--- src/rtl/sram_vga_arbiter.sv ---
// Two-port arbiter sharing one asynchronous 32-bit SRAM between VGA prefetch
// reads and host reads/writes. Grants are combinational and issued only in IDLE.
module sram_vga_arbiter #(
  parameter int ACCESS_CYC = 2,
  parameter int ADDR_W     = 20
) (
  input  logic              clk,
  input  logic              rst_n,
  input  logic              vga_req,
  input  logic              vga_urgent,
  input  logic [ADDR_W-1:0] vga_addr,
  output logic              vga_gnt,
  output logic [31:0]       vga_rdata,
  output logic              vga_rvalid,
  input  logic              host_req,
  input  logic              host_we,
  input  logic [3:0]        host_be,
  input  logic [ADDR_W-1:0] host_addr,
  input  logic [31:0]       host_wdata,
  output logic              host_gnt,
  output logic [31:0]       host_rdata,
  output logic              host_rvalid,
  output logic              host_wack,
  output logic [ADDR_W-1:0] ram_addr,
  output logic [31:0]       ram_data_o,
  input  logic [31:0]       ram_data_i,
  output logic              ram_data_oe,
  output logic [3:0]        ram_be_n,
  output logic              ram_ce_n,
  output logic              ram_oe_n,
  output logic              ram_we_n,
  output logic              busy
);

  typedef enum logic [2:0] {IDLE, RD, WR_SETUP, WR_PULSE, WR_HOLD} state_t;

  localparam logic [2:0] LAST = 3'(ACCESS_CYC - 1);

  state_t     state, state_nxt;
  logic [2:0] cnt, cnt_nxt;
  logic       last_host;
  logic       own_host;
  logic [3:0] be_r;
  logic       rd_done;

  // Urgent VGA wins outright; on contention the side not served last wins.
  always_comb begin
    vga_gnt  = 1'b0;
    host_gnt = 1'b0;
    if (rst_n && state == IDLE) begin
      if (vga_req && (vga_urgent || !host_req || last_host))
        vga_gnt = 1'b1;
      else if (host_req)
        host_gnt = 1'b1;
    end
  end

  always_ff @(posedge clk or negedge rst_n) begin
    if (!rst_n) begin
      state <= IDLE;
      cnt   <= '0;
    end else begin
      state <= state_nxt;
      cnt   <= cnt_nxt;
    end
  end

  always_comb begin
    state_nxt = state;
    cnt_nxt   = '0;
    case (state)
      IDLE: begin
        if (vga_gnt)
          state_nxt = RD;
        else if (host_gnt)
          state_nxt = host_we ? WR_SETUP : RD;
      end
      RD: begin
        if (cnt == LAST) state_nxt = IDLE;
        else             cnt_nxt   = cnt + 3'd1;
      end
      WR_SETUP: state_nxt = WR_PULSE;
      WR_PULSE: begin
        if (cnt == LAST) state_nxt = WR_HOLD;
        else             cnt_nxt   = cnt + 3'd1;
      end
      WR_HOLD:  state_nxt = IDLE;
      default:  state_nxt = IDLE;
    endcase
  end

  always_comb begin
    ram_ce_n    = 1'b1;
    ram_oe_n    = 1'b1;
    ram_we_n    = 1'b1;
    ram_data_oe = 1'b0;
    ram_be_n    = '1;
    host_wack   = 1'b0;
    busy        = (state != IDLE);
    case (state)
      RD: begin
        ram_ce_n = 1'b0;
        ram_oe_n = 1'b0;
        ram_be_n = '0;
      end
      WR_SETUP: begin
        ram_ce_n    = 1'b0;
        ram_data_oe = 1'b1;
        ram_be_n    = ~be_r;
      end
      WR_PULSE: begin
        ram_ce_n    = 1'b0;
        ram_we_n    = 1'b0;
        ram_data_oe = 1'b1;
        ram_be_n    = ~be_r;
      end
      WR_HOLD: begin
        ram_ce_n    = 1'b0;
        ram_data_oe = 1'b1;
        ram_be_n    = ~be_r;
        host_wack   = 1'b1;
      end
      default: ;
    endcase
  end

  // Request fields are captured on the grant edge and held through IDLE.
  always_ff @(posedge clk or negedge rst_n) begin
    if (!rst_n) begin
      ram_addr   <= '0;
      ram_data_o <= '0;
      be_r       <= '0;
      own_host   <= 1'b0;
      last_host  <= 1'b1;
    end else if (vga_gnt) begin
      ram_addr  <= vga_addr;
      own_host  <= 1'b0;
      last_host <= 1'b0;
    end else if (host_gnt) begin
      ram_addr   <= host_addr;
      ram_data_o <= host_wdata;
      be_r       <= host_be;
      own_host   <= 1'b1;
      last_host  <= 1'b1;
    end
  end

  assign rd_done = (state == RD) && (cnt == LAST);

  always_ff @(posedge clk or negedge rst_n) begin
    if (!rst_n) begin
      vga_rdata   <= '0;
      host_rdata  <= '0;
      vga_rvalid  <= 1'b0;
      host_rvalid <= 1'b0;
    end else begin
      vga_rvalid  <= rd_done && !own_host;
      host_rvalid <= rd_done && own_host;
      if (rd_done && own_host)  host_rdata <= ram_data_i;
      if (rd_done && !own_host) vga_rdata  <= ram_data_i;
    end
  end

endmodule
--- config.mk ---
export PLATFORM = sky130hd
export DESIGN_NAME = sram_vga_arbiter
export DESIGN_NICKNAME = d
export VERILOG_FILES = /design/src/rtl/sram_vga_arbiter.sv
export SDC_FILE = /design/constraint.sdc
export NUM_CORES = 1
export LEC_CHECK = 0
export BUFFER_PORTS_ARGS = -buffer_cell sky130_fd_sc_hd__buf_4
export CORE_ASPECT_RATIO = 0.75
export CORE_UTILIZATION = 42
export CTS_CLUSTER_SIZE = 40
export DETAILED_ROUTE_END_ITERATION = 6
export HOLD_SLACK_MARGIN = 0.03
export PLACE_DENSITY = 0.85
export SETUP_SLACK_MARGIN = 0.4
export SLEW_MARGIN = 20
export SYNTH_ARGS = -nofsm -noshare
export SYNTH_HDL_FRONTEND = slang
export SYNTH_SLANG_ARGS = --single-unit
--- constraint.sdc ---
create_clock -name clk -period 2.03 [get_ports clk]
set_clock_uncertainty 0.05 [all_clocks]
set_input_delay 0 -clock clk [delete_from_list [all_inputs] [get_ports clk]]
set_output_delay 0 -clock clk [all_outputs]
set_load 0.005 [all_outputs]
# Word-level counts from Yosys, hierarchy flattened
# Index checks and enable logic that the tools add are counted.
word_totals:
  word_cells: 62
  input_bits: 114
  latch_bits: 0
  n_memories: 0
  mem_bits_rw: 0
  reg_bits: 130
  rom_bits: 0
classes:
  eq_ne: 8
  addsub: 1
  mux: 23
  div_mod_pow: 0
  n_bitwise: 2
  n_mul: 0
  n_reduce_logical: 17
  magnitude_cmp: 0
  n_shift: 0
op_table:
  columns: ["cell", "count"]
  rows:
  - ["20-bit two-way mux", 2]
  - ["3-bit two-way mux", 6]
  - ["1-bit two-way mux", 12]
  - ["3-bit one-hot mux with 4 select lines", 1]
  - ["4-bit one-hot mux with 2 select lines", 1]
  - ["3-bit by 1-bit equality test with 1-bit output, second input constant", 2]
  - ["3-bit by 2-bit equality test with 1-bit output, second input constant", 2]
  - ["1-bit logical AND", 5]
  - ["2-bit inequality test, second input constant", 2]
  - ["4-bit inverter", 1]
  - ["4-bit OR reduction", 1]
  - ["3-bit by 1-bit adder with 3-bit output, second input constant", 1]
  - ["3-bit equality test, second input constant", 1]
  - ["3-bit zero test", 1]
  - ["3-bit inequality test, second input constant", 1]
  - ["3-bit AND reduction", 1]
  - ["3-bit nonzero test", 1]
  - ["3-bit OR reduction", 1]
  - ["1-bit zero test", 2]
  - ["1-bit logical OR", 2]
  - ["2-bit two-way mux", 1]
  - ["2-bit AND reduction", 1]
  - ["2-bit nonzero test", 1]
  - ["2-bit OR reduction", 1]
  - ["1-bit inverter", 1]

# Longest topological paths before layout
depth:
  word_depth: 9
  ltp_mapped: 7
  depth_no_buf: 4

# Worst setup path after synthesis
# Ideal clock, no wire load.
synth_timing:
  kind: "register to register"
  startpoint: "reg state[1]"
  endpoint: "reg vga_rdata[10]"
  path_stages_with_launch: 7
  path_slack_ns: 0.139
  arrival_time_ns: 1.716
  period_less_slack_ns: 1.891
  setup_time_ns: 0.125
  path_buffers: 2
  cell_sequence: "dfrtp_1 -> clkbuf_2 -> nor3b_4 -> inv_2 -> nor3_4 -> buf_6 -> mux2_2"
synth_between:
  elab_chain_len: 3
synth_rtl:
  columns: ["element", "line", "text"]
  rows:
  - ["start, declared", "39", "state_t state, state_nxt;"]
  - ["start signal, assigned", "63", "state <= state_nxt;"]
  - ["3-bit by 1-bit equality test with 1-bit output", "148", "assign rd_done = (state == RD) && (cnt == LAST);"]
  - ["1-bit logical AND", "148", null]
  - ["1-bit logical AND", "160", "if (rd_done && !own_host) vga_rdata <= ram_data_i;"]
  - ["end signal, assigned", "160", null]
  - ["end, declared", "13", "output logic [31:0] vga_rdata,"]
# Every way passes these cells.
# A chain may end at the register's enable or synchronous reset.

# Worst setup path in the final report
layout_timing:
  startpoint: "reg state[0]"
  endpoint: "reg ram_data_o[7]"
layout_between:
  elab_chain_len: 5
layout_rtl:
  columns: ["element", "line", "text"]
  rows:
  - ["3-bit zero test *", "50", "if (rst_n && state == IDLE) begin"]
  - ["1-bit logical AND *", "50", null]
  - ["1-bit two-way mux", "50", null]
  - ["1-bit inverter (no line)", null, null]
  - ["2-bit AND reduction (no line) *", null, null]
  - ["end signal, assigned", "141", "ram_data_o <= host_wdata;"]
  - ["end, declared", "25", "output logic [31:0] ram_data_o,"]
# Mark *: on every way between the ends. The rest lies on a longest branch, timed or not.

==> results.toml <==
[global_routing]
grt_pass1_vias = 5191
grtUsageTotal_pct = 29.6
antenna_found_initial = 0
grt-ovfl-total = 0
grt_pass1_wl_mm = 27.9
grt_max_degree = 133

[layout]
nets = 858
drive_gt1_share_pct = 59.6
n_fill_cell = 553
antenna_cells = 0
syn2layout_area_growth_pct = 94.3
mostFrequentLayoutCell = "buf_4"
layout_common_cells = "266 x buf_4, 126 x dfrtp_1, 111 x dlygate4sd3_1"

[power_and_ir_drop]
combPwrFrac_pct = 43.3
ir_drop_mv = 0.840
power_mw = 14.8
internal_power_mw = 10.5
switching_power_mw = 4.32
clkPwrFrac_pct = 24.5
share_seq_of_total_power_pct = 32.2
swShare_pct = 29.2
leakagePower_nw = 4.79
p_per_area_nw_per_um2 = 1480

[synth]
synth_nets = 447
ys_seq_elements = 130
synthFlopType = "dfrtp_1"
netlist_area_um2 = 5140
synth_edf_count = 0
synthCells = 333
yosysTopAreaCell = "dfrtp_1"
synth_cell_type_count = 36
ys_seq_area_share_pct = 63.3
synth_area_leaders = "dfrtp_1 63%, mux2_2 22%, a221o_1 3.9%"
yosysWarningCount = 0
synth_area_per_cell_um2 = 15.5
synth_top_area_share_pct = 62.7
ys_async_sr_fraction_pct = 100

[floorplanning]
die_h_um = 97.9
initial_core_util_pct = 43.7
die_w_um = 130
ios = 244
row_count = 34
core_area_um2 = 11800
die_area_um2 = 12700

[sta]
period_needed_ns = 1.93
relSlewSlack_pct = 74.4
period_share_pct = 95.2
final_max_slew_viol_count = 0
fmax_mhz = 518
rsz0062_at_grt = "yes"
worst_slew_pin_slew_ns = 0.383
hold_viol = 0
setup_viol = 0
fin_tns_setup_ns = 0

[route]
drc = 0
via_per_inst = 5.24
dr_total_vias = 4814
wl_per_cell_um = 21.5
drtPass1Iterations = 4
drt-initial-drc-count = 276
antenna_left = 0
finalWirelength_mm = 19.8

[clock_network]
clk_latency_ns = 0.40
cts_tree = "yes"
clk_path_buf_depth = 2
cts_sinks = 130
htree_levels = 4
path_clk_slew_ns = 0.06
cts_buffers = 17
clock-root-buffer = "clkbuf_16"

[worst_setup_path]
r2r_start = "state[0]"
crit_path_start = "state[0]"
crit_fanout = 8
crit_path_end = "ram_data_o[7]"
worstPathRequired_ns = 2.27
r2r_end = "ram_data_o[7]"
worstSetupStartpointType = "register"
endpoint_kind = "register"
critPathKind = "register to register"
r2r_slack_ns = 0.1
arrival_ns = 2.17
r2r_cells = 5

[min_path]
hold_path_class = "input port to register"

[job]
max-cap-violations = 0

[placement]
place_hpwl_mm = 9.25
globalplace.congestion = 0.780
port_buffers = 243

[run_status]
status = "complete, no violations"
## layer usage
layer,up-vias,GRT usage (%),wire [um]
met5,-,0,0
met4,0,11.2,584
met3,52,8.44,1200
met2,251,53.3,10600
met1,2459,32.9,7340
li1,2052,-,-
## synth_stat cells, drive strengths merged, types with 2 or more instances
cell type / count
a21boi: 20
a21o: 2
a21oi: 6
a221o: 20
buf: 14
clkbuf: 7
dfrtp: 129
inv: 4
mux2: 100
nand2: 2
nor2: 4
nor3: 3
nor3b: 3
o21ai: 2
o311a: 2
## cell families after synthesis
family	after synthesis	synth area share [%]
multiplexers	100	21.9
flip-flops	130	63.3
AO/OA/AOI/OAI	56	8.88
buffers and inverters	25	2.70
XOR/XNOR	2	0.341
AND/OR/NAND/NOR	20	2.94
## state kept, by name, indices dropped and copies added, names as in the netlist
name         flops
own_host         1
vga_rvalid       1
last_host        1
cnt              3
ram_addr        20
be_r             4
ram_data_o      32
vga_rdata       32
host_rdata      32
state            3
host_rvalid      1
## area by class of cell
cell class | count | area (um2) | area share [%]
timing repair buffer | 413 | 3830 | 38.3
sequential | 130 | 3260 | 32.6
multi-input combinational | 178 | 1990 | 19.9
clock buffer | 20 | 447 | 4.47
clock inverter | 12 | 253 | 2.53
tap | 162 | 203 | 2.03
inverter | 4 | 15.0 | 0.150
## metrics by stage
stage / std cells / hold slack (ns) / util, % / worst slack (ns) / instance area [um2]
finish: 919 / 0.0663 / 84.8 / 0.0977 / 10000
global route: 919 / 0.0626 / 84.8 / 0.0506 / 10000
CTS: 900 / 0.0438 / 81.5 / 0.168 / 9600
detailed placement: 726 / 0.145 / 61.6 / 0.161 / 7260
global placement: 726 / 0.130 / 61.6 / 0.194 / 7260
floorplan: 333 / -0.346 / - / 0.226 / 5250
## power by group through the flow
stage / logic [mW] / clock network (mW) / registers (mW)
3_5_place_dp: 4.89 / 0 / 4.68
3_3_place_gp: 4.74 / 0 / 4.59
4_1_cts: 5.76 / 3.65 / 4.65
6_report: 6.41 / 3.63 / 4.77
2_1_floorplan: 2.15 / 0 / 4.63
5_1_grt: 6.76 / 3.80 / 4.90
## worst min path at each step
stage | start | endpoint | slack, ns | cells past startpoint
2_1_floorplan | rst_n | be_r[0] | -0.35 | 0
3_3_place_gp | rst_n | be_r[1] | 0.13 | 2
3_5_place_dp | rst_n | be_r[1] | 0.14 | 2
4_1_cts | vga_req | own_host | 0.04 | 4
5_1_grt | vga_req | own_host | 0.06 | 4
6_report | vga_urgent | own_host | 0.07 | 4
## worst max-delay path: stages (launching register included)
cell and delay [ns]:
dfrtp_2 0.48, nor4b_4 0.32, and3_4 0.41, buf_12 0.15, buf_16 0.11, mux2_4 0.30
## timing repair
item	in CTS	in global routing
endpoints found under the setup margin	130	133
hold buffers	111	0
resized for setup	29	41
setup buffers	21	13
endpoints found under the hold margin	252	0
pin swaps	3	4
gates cloned	10	6
No activity file was read; power rests on OpenSTA's default activity.
